## src/rtl/serial_sub_pkg.sv

```systemverilog
// Shared types and constants for the bit-serial subtractor.
package serial_sub_pkg;

  typedef enum logic {
    IDLE = 1'b0,
    RUN  = 1'b1
  } state_e;

  localparam int DEFAULT_WIDTH = 14;

  // Counter width for WIDTH/BITS_PER_CYCLE steps, never narrower than one bit.
  function automatic int cnt_width(input int width, input int bits_per_cycle);
    int steps;
    steps = width / bits_per_cycle;
    return (steps > 1) ? $clog2(steps) : 1;
  endfunction

endpackage

```

## src/rtl/full_subtractor.sv

```systemverilog
// One-bit full subtractor slice: d = x - y - bi, bo set when the slice borrows.
module full_subtractor (
  input  logic x,
  input  logic y,
  input  logic bi,
  output logic d,
  output logic bo
);

  assign d  = x ^ y ^ bi;
  assign bo = (~x & y) | (~x & bi) | (y & bi);

endmodule

```

## src/rtl/serial_subtractor.sv

```systemverilog
// Multi-cycle unsigned subtractor, diff = a - b - bin, LSB first, BITS_PER_CYCLE bits per clock.
// Define SERIAL_SUB_SAT_EN to clamp the result to zero when the final borrow is set.
module serial_subtractor
  import serial_sub_pkg::*;
#(
  parameter int WIDTH          = DEFAULT_WIDTH,
  parameter int BITS_PER_CYCLE = 1
) (
  input  logic             clk,
  input  logic             rst,
  input  logic             start,
  input  logic [WIDTH-1:0] a,
  input  logic [WIDTH-1:0] b,
  input  logic             bin,
  output logic             busy,
  output logic             done,
  output logic [WIDTH-1:0] diff,
  output logic             bout
);

  localparam int STEPS = WIDTH / BITS_PER_CYCLE;
  localparam int CW    = cnt_width(WIDTH, BITS_PER_CYCLE);
  localparam logic [CW-1:0] LAST = CW'(STEPS - 1);

  if (WIDTH % BITS_PER_CYCLE != 0) begin : g_bad_cfg
    $error("serial_subtractor: BITS_PER_CYCLE must divide WIDTH");
  end

  state_e           state_q, state_d;
  logic [WIDTH-1:0] a_q, a_d;
  logic [WIDTH-1:0] b_q, b_d;
  logic [WIDTH-1:0] res_q, res_d;
  logic             brw_q, brw_d;
  logic [CW-1:0]    cnt_q, cnt_d;
  logic             busy_q, busy_d;
  logic             done_q, done_d;
  logic [WIDTH-1:0] diff_q, diff_d;
  logic             bout_q, bout_d;

  logic [BITS_PER_CYCLE:0]   chain;
  logic [BITS_PER_CYCLE-1:0] slice_d;
  logic [WIDTH-1:0]          res_next;

  // Borrow ripples through the slices within a cycle and is registered between cycles.
  assign chain[0] = brw_q;

  for (genvar i = 0; i < BITS_PER_CYCLE; i++) begin : g_slice
    full_subtractor u_fs (
      .x  (a_q[i]),
      .y  (b_q[i]),
      .bi (chain[i]),
      .d  (slice_d[i]),
      .bo (chain[i+1])
    );
  end

  // New result bits enter at the top so the LSB lands at bit 0 after the last step.
  assign res_next = WIDTH'({slice_d, res_q} >> BITS_PER_CYCLE);

  // NOTE: every *_d gets a default before the case, so no path leaves a latch behind.
  always_comb begin
    state_d = state_q;
    a_d     = a_q;
    b_d     = b_q;
    res_d   = res_q;
    brw_d   = brw_q;
    cnt_d   = cnt_q;
    busy_d  = busy_q;
    done_d  = 1'b0;
    diff_d  = diff_q;
    bout_d  = bout_q;

    case (state_q)
      IDLE: begin
        if (start) begin
          a_d     = a;
          b_d     = b;
          brw_d   = bin;
          res_d   = '0;
          cnt_d   = '0;
          busy_d  = 1'b1;
          state_d = RUN;
        end
      end

      RUN: begin
        a_d   = a_q >> BITS_PER_CYCLE;
        b_d   = b_q >> BITS_PER_CYCLE;
        brw_d = chain[BITS_PER_CYCLE];
        res_d = res_next;
        cnt_d = cnt_q + CW'(1);
        if (cnt_q == LAST) begin
          state_d = IDLE;
          busy_d  = 1'b0;
          done_d  = 1'b1;
          bout_d  = chain[BITS_PER_CYCLE];
`ifdef SERIAL_SUB_SAT_EN
          diff_d  = chain[BITS_PER_CYCLE] ? '0 : res_next;
`else
          diff_d  = res_next;
`endif
        end
      end

      default: state_d = IDLE;
    endcase
  end

  // NOTE: state is updated only with non-blocking assignments so every flop samples pre-edge values.
  always_ff @(posedge clk) begin
    if (rst) begin
      state_q <= IDLE;
      a_q     <= '0;
      b_q     <= '0;
      res_q   <= '0;
      brw_q   <= 1'b0;
      cnt_q   <= '0;
      busy_q  <= 1'b0;
      done_q  <= 1'b0;
      diff_q  <= '0;
      bout_q  <= 1'b0;
    end else begin
      state_q <= state_d;
      a_q     <= a_d;
      b_q     <= b_d;
      res_q   <= res_d;
      brw_q   <= brw_d;
      cnt_q   <= cnt_d;
      busy_q  <= busy_d;
      done_q  <= done_d;
      diff_q  <= diff_d;
      bout_q  <= bout_d;
    end
  end

  assign busy = busy_q;
  assign done = done_q;
  assign diff = diff_q;
  assign bout = bout_q;

endmodule

```

## config.mk

```make
export PLATFORM = sky130hd
export DESIGN_NAME = serial_subtractor
export DESIGN_NICKNAME = d
export VERILOG_FILES = /design/src/rtl/serial_sub_pkg.sv /design/src/rtl/full_subtractor.sv /design/src/rtl/serial_subtractor.sv
export SDC_FILE = /design/constraint.sdc
export NUM_CORES = 1
export LEC_CHECK = 0
export BUFFER_PORTS_ARGS = -buffer_cell sky130_fd_sc_hd__buf_4
export CAP_MARGIN = 20
export CORE_MARGIN = 2
export CORE_UTILIZATION = 40
export DETAILED_ROUTE_END_ITERATION = 8
export PLACE_DENSITY_LB_ADDON = 0.25
export SYNTH_ARGS = -nofsm -noshare
export SYNTH_HDL_FRONTEND = slang
export SYNTH_SLANG_ARGS = --single-unit
```

## constraint.sdc

```tcl
create_clock -name clk -period 3.65 [get_ports clk]
set_input_delay 0.1825 -clock clk [delete_from_list [all_inputs] [get_ports clk]]
set_output_delay 0.1825 -clock clk [all_outputs]
set_load 0.01 [all_outputs]
```

==> results_tabular.tex, run 1 <==
\begin{tabular}{lr}
\hline
Metric & Value \\
\hline
\multicolumn{2}{l}{\textbf{Outcome}} \\
\quad Result of the run & completed \\
\multicolumn{2}{l}{\textbf{Logic synthesis}} \\
\quad Adder-cell share of the synthesized area & 0.0172 \\
\quad Largest family of logic cells by synthesized area & multiplexers \\
\quad Synthesis-stage register bit count & 64 \\
\quad Count of warnings emitted by yosys & 0 \\
\quad Average instance area after synthesis & 10.5 um2 \\
\quad Total standard cell area after synthesis & 2620 um2 \\
\quad Basic-gate share of the synthesized area counting and, or, nand and nor cells & 0.124 \\
\quad Share of the synthesized area in compound gates (AO/OA/AOI/OAI) & 0.0928 \\
\quad Gate count after technology mapping & 250 \\
\quad Post-Synth XOR/XNOR Area & 0 \\
\quad Mux contribution to synthesized area & 0.231 \\
\quad Cell variety after synth & 24 \\
\quad Sequential share of the synthesized area & 0.490 \\
\quad Net Count, Synth & 285 \\
\multicolumn{2}{l}{\textbf{Worst setup path}} \\
\quad Worst Reg-to-Reg Cells & 6 \\
\quad Cells traversed along the worst timing path & inv\_1 > ha\_1 > nand4\_1 > nor2b\_1 > buf\_6 > a22o\_1 \\
\quad Required time of the worst setup path & 3.92 ns \\
\quad Max Fanout on Critical Path & 11 \\
\quad Signal arrival time at the worst endpoint & 1.85 ns \\
\quad Type of element launching the critical path & flip-flop \\
\quad CP max-delay cell & sky130\_fd\_sc\_hd\_\_nor2b\_1 \\
\quad Type of the worst setup path & reg2reg \\
\quad Critical Path Sink Type & flip-flop \\
\quad Slowest stage delay, CP & 0.45 ns \\
\multicolumn{2}{l}{\textbf{STA}} \\
\quad Setup TNS & 0 ns \\
\quad Min Tclk post-route & 1.58 ns \\
\quad Relative slew margins & 0.473 \\
\quad RSZ-0062 raised after global routing & no \\
\quad Post-route clock skew & 0.00664 ns \\
\quad Maximum clock frequency & 633 MHz \\
\quad Slew of the pin with the lowest slew margin & 0.791 ns \\
\quad Final Hold Fails & 0 \\
\quad Final Max Slew Viols & 0 \\
\quad Setup-violating endpoint count in the final report & 0 \\
\quad Ratio of final minimum period to clock period & 0.433 \\
\multicolumn{2}{l}{\textbf{Power}} \\
\quad Part of the total power dissipated in the clock network & 0.422 \\
\quad Total Power & 1.53 mW \\
\quad Power density cells & 476 nW/um2 \\
\quad VDD IR-drop max & 0.000317 V \\
\quad Pint & 1.20 mW \\
\quad P\_leak & 1.36 nW \\
\quad Power spent charging and discharging nets & 0.322 mW \\
\quad Switching share of power & 0.211 \\
\quad Part of the power in combinational logic & 0.094 \\
\quad Flop pwr share & 0.483 \\
\multicolumn{2}{l}{\textbf{Global routing}} \\
\quad Number of antenna violations at the first check in global routing & 0 \\
\quad First-pass GRT wire length & 7950 um \\
\quad Global-route usage over all layers & 0.140 \\
\quad Total congestion overflow & 0 \\
\quad Largest net degree at the start of global routing & 66 \\
\quad Vias in the first global route & 1,825 \\
\multicolumn{2}{l}{\textbf{Cells and area}} \\
\quad Count of inserted antenna diode cells & 0 \\
\quad Synth-to-Final Area Change & 22.7\% \\
\quad Final Net Count & 327 \\
\quad Leading cell types in the layout, fill and taps excluded & sky130\_fd\_sc\_hd\_\_dfxtp\_1 (63), sky130\_fd\_sc\_hd\_\_buf\_4 (50), sky130\_fd\_sc\_hd\_\_nor2\_1 (45) \\
\quad Most common cell after layout, fill and taps aside & sky130\_fd\_sc\_hd\_\_dfxtp\_1 \\
\quad Share of cells above drive strength 1 & 0.310 \\
\multicolumn{2}{l}{\textbf{Route}} \\
\quad DR pass1 iterations & 4 \\
\quad Wire length per cell after detailed routing & 12.6 um \\
\quad DRC errors left & 0 \\
\quad Count of vias placed by the detailed router & 1,872 \\
\quad Detailed router's first-iteration violation count & 66 \\
\quad Post-route antenna net violation count & 0 \\
\quad Mean number of vias per cell & 5.01 \\
\quad Wire length after detailed routing & 4700 um \\
\multicolumn{2}{l}{\textbf{Clocking}} \\
\quad Deepest level of the CTS H-tree & 3 \\
\quad Clock tree root driver cell & sky130\_fd\_sc\_hd\_\_clkbuf\_8 \\
\quad Clock latency on the worst-skew pair & 0.33 ns \\
\quad Clock-pin slew reported for the worst setup and hold paths after clock tree synthesis & 0.07 ns \\
\quad Postcts setup bufs & 0 \\
\quad Number of sinks on the clock net & 64 \\
\quad Number of buffers inserted for hold repair after clock tree synthesis & 0 \\
\quad TritonCTS clock tree & built \\
\quad Number of buffers on the longest clock path & 2 \\
\quad Post\_cts resized & 0 \\
\quad TritonCTS Buffers & 9 \\
\multicolumn{2}{l}{\textbf{Placed design}} \\
\quad Placed wire-length estimate & 2950 um \\
\quad Port buffer count & 48 \\
\quad Routability congestion estimate from global placement & 0.672 \\
\multicolumn{2}{l}{\textbf{Floorplan}} \\
\quad Site row count & 29 \\
\quad Core Box Area & 6350 um2 \\
\quad Die W & 84.9 um \\
\quad Die Y-Extent & 84.9 um \\
\quad Area of the die & 7200 um2 \\
\quad Top-Level Pins & 49 \\
\quad Effective utilization at floorplan & 0.412 \\
\multicolumn{2}{l}{\textbf{Hold path}} \\
\quad Type of the worst min-delay path & in2reg \\
\quad Cell depth of the worst min-delay path & 3 \\
\multicolumn{2}{l}{\textbf{Flow run}} \\
\quad Maximum Capacitance Violations & 0 \\
\hline
\end{tabular}
## kinds of logic (layout without fill, tap and decap cells)
| group | count (synthesis) | count (layout) |
|---|---|---|
| AOI/OAI and AO/OA | 35 | 35 |
| adders and majority gates | 3 | 3 |
| and+or+nand+nor | 68 | 68 |
| buffers and inverters | 23 | 70 |
| muxes | 57 | 57 |
| DFF | 64 | 64 |
## layer usage
metal	routed length [um]	GRT usage	vias to the layer above
li1	-	-	956
met1	2240	0.170	867
met2	2150	0.224	43
met3	247	0.0584	6
met4	63	0.0476	0
met5	0	0	-
## power by group through the flow
stage	clock, mW	sequential [mW]	combinational, mW
after floorplan	0	0.750	0.106
final	0.645	0.737	0.144
after detailed placement	0	0.753	0.145
after CTS	0.668	0.738	0.146
after global routing	0.698	0.741	0.160
after global placement	0	0.753	0.142
## critical path: cells and delay by family (launching register included)
family / cells / cell delay [ns]
AO/OA/AOI/OAI: 1 / 0.15
adder cells (fa/ha/maj): 1 / 0.17
buffers and inverters: 2 / 0.29
flip-flops: 1 / 0.37
AND/OR/NAND/NOR: 2 / 0.54
## final timing paths
path	from	to	slack, ns
setup reg to reg	cnt_q[1]	busy	2.07
setup / recovery	cnt_q[1]	busy	2.07
hold reg to reg	res_q[1]	diff[0]	0.46
hold / removal	b[13]	b_q[13]	0.14
## synth_stat cells
master                     count  area share
sky130_fd_sc_hd__nand3b_1      1      0.0029
sky130_fd_sc_hd__buf_2         9       0.017
sky130_fd_sc_hd__buf_6         1      0.0043
sky130_fd_sc_hd__o31a_1        1      0.0033
sky130_fd_sc_hd__nor2b_1       3      0.0072
sky130_fd_sc_hd__nand2b_1      1      0.0024
sky130_fd_sc_hd__nor2_1       45       0.065
sky130_fd_sc_hd__clkbuf_1      6      0.0086
sky130_fd_sc_hd__dfxtp_1      64        0.49
sky130_fd_sc_hd__a22o_1       16       0.054
sky130_fd_sc_hd__ha_1          2      0.0096
sky130_fd_sc_hd__o21ai_0       2      0.0038
sky130_fd_sc_hd__a41oi_1       1      0.0033
sky130_fd_sc_hd__buf_1         1      0.0014
sky130_fd_sc_hd__nor3_1        3      0.0057
sky130_fd_sc_hd__a21oi_1      15       0.029
sky130_fd_sc_hd__nor3b_1      13       0.037
sky130_fd_sc_hd__buf_4         3      0.0086
sky130_fd_sc_hd__nand3_1       1      0.0019
sky130_fd_sc_hd__inv_1         3      0.0043
sky130_fd_sc_hd__mux2_2       27        0.12
sky130_fd_sc_hd__nand4_1       1      0.0024
sky130_fd_sc_hd__fa_1          1      0.0077
sky130_fd_sc_hd__mux2i_1      30        0.11
## registers in the layout (all words and copies together) (netlist names)
name and cells:
bout 1, cnt_q 4, diff 14, done 1
a_q 14, res_q 13, state_q 1, busy 1
brw_q 1, b_q 14
## cell type report
cell class,count,area (um2)
Clock buffer,13,149
Fill cell,596,3140
Multi-Input combinational cell,163,1220
Inverter,3,11.3
Clock inverter,3,65.1
Tap cell,77,96.3
Timing Repair Buffer,51,387
Sequential cell,64,1280
## per-stage QoR
stage | cells | util | area, um2 | setup slack [ns] | hold WS, ns
final | 374 | 0.505 | 3210 | 2.07 | 0.144
after global routing | 374 | 0.505 | 3210 | 1.91 | 0.169
after CTS | 373 | 0.504 | 3200 | 1.79 | 0.124
after detailed placement | 357 | 0.470 | 2990 | 1.79 | 0.453
after global placement | 356 | 0.469 | 2980 | 1.69 | 0.453
after floorplan | 250 | - | 2620 | 2.27 | 0.378
(Power assumes the default switching activity.)
==> inputs of run 2 (changes only) <==
--- a/config.mk
+++ b/config.mk
@@ -5,6 +5,7 @@
 export SDC_FILE = /design/constraint.sdc
 export NUM_CORES = 1
 export LEC_CHECK = 0
+export ABC_AREA = 1
 export BUFFER_PORTS_ARGS = -buffer_cell sky130_fd_sc_hd__buf_4
 export CAP_MARGIN = 20
 export CORE_MARGIN = 2
==> constraint.sdc (replaced) <==
create_clock -name clk -period 1.55 [get_ports clk]
set_input_delay 0.0775 -clock clk [delete_from_list [all_inputs] [get_ports clk]]
set_output_delay 0.0775 -clock clk [all_outputs]
set_load 0.01 [all_outputs]
==> run 2 against run 1 <==
  * Register-to-register slack worse by 1.8 ns
  * Sequential power increased by 130%
  * Sequential share of layout area shrank 2.2 points
  * Combinational power grew 140%
==> results_tabular.tex, run 2 <==
\begin{tabular}{lr}
\hline
Metric & Value \\
\hline
\multicolumn{2}{l}{\textbf{STA}} \\
\quad Slew of the pin with the lowest slew margin & 0.346 ns (-0.445 ns) \\
\quad Relative slew margins & 0.769 (+0.296) \\
\quad Final Hold Fails & 0 (unchanged) \\
\quad Post-route clock skew & 0.00566 ns (-0.000983 ns) \\
\quad Setup-violating endpoint count in the final report & 0 (unchanged) \\
\quad Final Max Slew Viols & 0 (unchanged) \\
\quad Final worst slack & 0.278 ns (-1.79 ns) \\
\quad Setup TNS & 0 ns (unchanged) \\
\quad RSZ-0062 raised after global routing & no \\
\quad Ratio of final minimum period to clock period & 0.821 (+0.388) \\
\quad Min Tclk post-route & 1.27 ns (-0.307 ns) \\
\quad Worst hold slack & 0.0550 ns (-0.0890 ns) \\
\quad Maximum clock frequency & 786 MHz (+24\%) \\
\multicolumn{2}{l}{\textbf{Global routing}} \\
\quad Vias in the first global route & 2,266 (+24\%) \\
\quad Largest net degree at the start of global routing & 45 (-32\%) \\
\quad Number of antenna violations at the first check in global routing & 0 (unchanged) \\
\quad First-pass GRT wire length & 9980 um (+26\%) \\
\quad Total congestion overflow & 0 (unchanged) \\
\quad Global-route usage over all layers & 0.169 (+0.0292) \\
\multicolumn{2}{l}{\textbf{Hold path}} \\
\quad WHS Endpoint & res\_q[12] \\
\quad Type of the worst min-delay path & in2reg \\
\quad Origin of the worst min-delay path & rst \\
\quad Cell depth of the worst min-delay path & 2 (-1) \\
\multicolumn{2}{l}{\textbf{Floorplan}} \\
\quad Die Y-Extent & 86.4 um (+1.8\%) \\
\quad Site row count & 30 (+3.4\%) \\
\quad Effective utilization at floorplan & 0.407 (-0.00527) \\
\quad Top-Level Pins & 49 (unchanged) \\
\quad Area of the die & 7470 um2 (+3.7\%) \\
\quad Core Box Area & 6680 um2 (+5.2\%) \\
\quad Die W & 86.4 um (+1.8\%) \\
\multicolumn{2}{l}{\textbf{Cells and area}} \\
\quad Synth-to-Final Area Change & 24.7\% \\
\quad Area of all placed cells without fillers & 3390 um2 (+5.6\%) \\
\quad Most common cell after layout, fill and taps aside & sky130\_fd\_sc\_hd\_\_nand2\_1 \\
\quad Leading cell types in the layout, fill and taps excluded & sky130\_fd\_sc\_hd\_\_nand2\_1 (131), sky130\_fd\_sc\_hd\_\_nand3\_1 (88), sky130\_fd\_sc\_hd\_\_dfxtp\_1 (64) \\
\quad Fin util & 0.507 (+0.00189) \\
\quad Count of inserted antenna diode cells & 0 (unchanged) \\
\quad Final Net Count & 458 (+40\%) \\
\quad Final Non-Filler Cells & 508 (+36\%) \\
\quad Share of cells above drive strength 1 & 0.187 (-0.123) \\
\multicolumn{2}{l}{\textbf{Route}} \\
\quad DR pass1 iterations & 4 (unchanged) \\
\quad DRC errors left & 0 (unchanged) \\
\quad Met1 layer wirelength in the final routing & 2670 um (+19\%) \\
\quad Count of vias placed by the detailed router & 2,430 (+30\%) \\
\quad Wire length after detailed routing & 5630 um (+20\%) \\
\quad Detailed router's first-iteration violation count & 109 (+65\%) \\
\quad Detailed route wirelength on metal2 & 2630 um (+22\%) \\
\quad Mean number of vias per cell & 4.78 (-4.4\%) \\
\quad Detailed route wirelength on metal3 & 265 um (+7.3\%) \\
\quad Post-route antenna net violation count & 0 (unchanged) \\
\quad Highest metal used & met4 \\
\quad Wire length per cell after detailed routing & 11.1 um (-12\%) \\
\multicolumn{2}{l}{\textbf{Clocking}} \\
\quad Number of sinks on the clock net & 64 (unchanged) \\
\quad Deepest level of the CTS H-tree & 3 (unchanged) \\
\quad Postcts setup bufs & 0 (unchanged) \\
\quad Clock-pin slew reported for the worst setup and hold paths after clock tree synthesis & 0.07 ns (about the same) \\
\quad Clock latency on the worst-skew pair & 0.34 ns (about the same) \\
\quad TritonCTS clock tree & built \\
\quad Clock tree root driver cell & sky130\_fd\_sc\_hd\_\_clkbuf\_8 \\
\quad TritonCTS Buffers & 9 (unchanged) \\
\quad Number of buffers on the longest clock path & 2 (unchanged) \\
\multicolumn{2}{l}{\textbf{Logic synthesis}} \\
\quad Total standard cell area after synthesis & 2720 um2 (+3.9\%) \\
\quad Average instance area after synthesis & 7.19 um2 (-31\%) \\
\quad Most used standard cells in the synthesized netlist & sky130\_fd\_sc\_hd\_\_nand2\_1 (131), sky130\_fd\_sc\_hd\_\_nand3\_1 (88), sky130\_fd\_sc\_hd\_\_dfxtp\_1 (64), sky130\_fd\_sc\_hd\_\_inv\_1 (33), sky130\_fd\_sc\_hd\_\_a21oi\_1 (15) \\
\quad Fraction of synthesis flops using an asynchronous set or reset pin & 0 (unchanged) \\
\quad Synthesis-stage register bit count & 64 (unchanged) \\
\quad Synth top area cells & sky130\_fd\_sc\_hd\_\_dfxtp\_1 (47\%), sky130\_fd\_sc\_hd\_\_nand2\_1 (18\%), sky130\_fd\_sc\_hd\_\_nand3\_1 (16\%) \\
\quad Net Count, Synth & 413 (+45\%) \\
\quad Count of warnings emitted by yosys & 0 (unchanged) \\
\quad Sequential share of the synthesized area & 0.472 (-0.0183) \\
\quad Ys flop type & sky130\_fd\_sc\_hd\_\_dfxtp\_1 \\
\quad Post-synth EDFFs & 0 (unchanged) \\
\quad Gate count after technology mapping & 378 (+51\%) \\
\quad Cell variety after synth & 20 (-17\%) \\
\quad Most area-hungry cell type in the Yosys netlist & sky130\_fd\_sc\_hd\_\_dfxtp\_1 \\
\quad Area fraction of the dominant cell type after synthesis & 0.472 (-0.0183) \\
\quad Most numerous cell in the Yosys netlist & sky130\_fd\_sc\_hd\_\_nand2\_1 \\
\multicolumn{2}{l}{\textbf{Worst setup path}} \\
\quad Type of element launching the critical path & flip-flop \\
\quad Max Fanout on Critical Path & 44 (+33) \\
\quad Reg2reg end & diff[11] \\
\quad Type of the worst setup path & reg2reg \\
\quad Required time of the worst setup path & 1.79 ns (-2.13 ns) \\
\quad Signal arrival time at the worst endpoint & 1.51 ns (-0.34 ns) \\
\quad Critical Path Sink Type & flip-flop \\
\quad Worst Reg-to-Reg Cells & 5 (-1) \\
\quad Start of the worst register-to-register path & state\_q \\
\quad Worst-case register-to-register setup slack & 0.28 ns (-1.79 ns) \\
\multicolumn{2}{l}{\textbf{Power}} \\
\quad Total Power & 3.66 mW (+140\%) \\
\quad VDD IR-drop max & 0.000706 V (+120\%) \\
\quad P\_leak & 1.67 nW (+23\%) \\
\quad Power density cells & 1080 nW/um2 (+130\%) \\
\multicolumn{2}{l}{\textbf{Placed design}} \\
\quad Pre-CTS WS & 0.128 ns (-1.66 ns) \\
\quad Number of cells after detailed placement & 490 (+37\%) \\
\quad Routability congestion estimate from global placement & 0.784 (+17\%) \\
\quad Port buffer count & 48 (unchanged) \\
\quad Placed wire-length estimate & 3670 um (+24\%) \\
\quad DP Area & 3140 um2 (+5.2\%) \\
\multicolumn{2}{l}{\textbf{Flow run}} \\
\quad Maximum Capacitance Violations & 0 (unchanged) \\
\multicolumn{2}{l}{\textbf{Outcome}} \\
\quad Result of the run & completed \\
\hline
\end{tabular}
-- run 2: final cells by class --
cell class / instances / area [um2]
Sequential cell: 64 / 1280
Clock inverter: 5 / 80.1
Timing Repair Buffer: 59 / 485
Inverter: 34 / 128
Clock buffer: 11 / 141
Tap cell: 80 / 100
Fill cell: 661 / 3290
Multi-Input combinational cell: 255 / 1170
-- run 2: timing repair --
item | 4_1_cts | 5_1_grt
setup endpoints to repair | 0 | 12
resized for setup | 0 | 1
hold endpoints to repair | 2 | 0
hold buffers | 2 | 0
-- run 2: worst max-delay path, stage by stage (launching register included) --
cell and delay (ns):
sky130_fd_sc_hd__dfxtp_1 0.39, sky130_fd_sc_hd__buf_12 0.24, sky130_fd_sc_hd__nand4_2 0.17, sky130_fd_sc_hd__buf_4 0.23
sky130_fd_sc_hd__nand3_1 0.09, sky130_fd_sc_hd__nand2_1 0.05
-- run 2: kinds of logic (layout without fill, tap and decap cells) --
kind of cell | count (synthesis) | after routing | share of synthesized area
AND/OR/NAND/NOR | 234 | 234 | 0.380
flip-flops | 64 | 64 | 0.472
buffers and inverters | 59 | 109 | 0.0986
AO/OA/AOI/OAI | 18 | 18 | 0.0332
adder cells (fa/ha/maj) | 3 | 3 | 0.0166
-- run 2: how the worst max path moves through the flow --
| stage | cells past startpoint | to | startpoint |
|---|---|---|---|
| 2_1_floorplan | 5 | diff[10] | cnt_q[0] |
| 3_3_place_gp | 5 | diff[1] | cnt_q[0] |
| 3_5_place_dp | 5 | diff[1] | cnt_q[0] |
| 4_1_cts | 5 | diff[1] | cnt_q[0] |
| 5_1_grt | 5 | diff[10] | cnt_q[0] |
| 6_report | 5 | diff[11] | state_q |
-- run 2: where the power goes --
part           total, mW  internal [mW]  switching, mW
logic              0.351          0.156          0.195
clock network       1.58          0.947          0.635
registers           1.73           1.70         0.0313
-- run 2: routing by layer --
| metal | vias to the layer above | global-route usage |
|---|---|---|
| met5 | - | 0 |
| met4 | 0 | 0.0469 |
| met3 | 7 | 0.0581 |
| met2 | 47 | 0.280 |
| met1 | 1086 | 0.209 |
| li1 | 1290 | - |
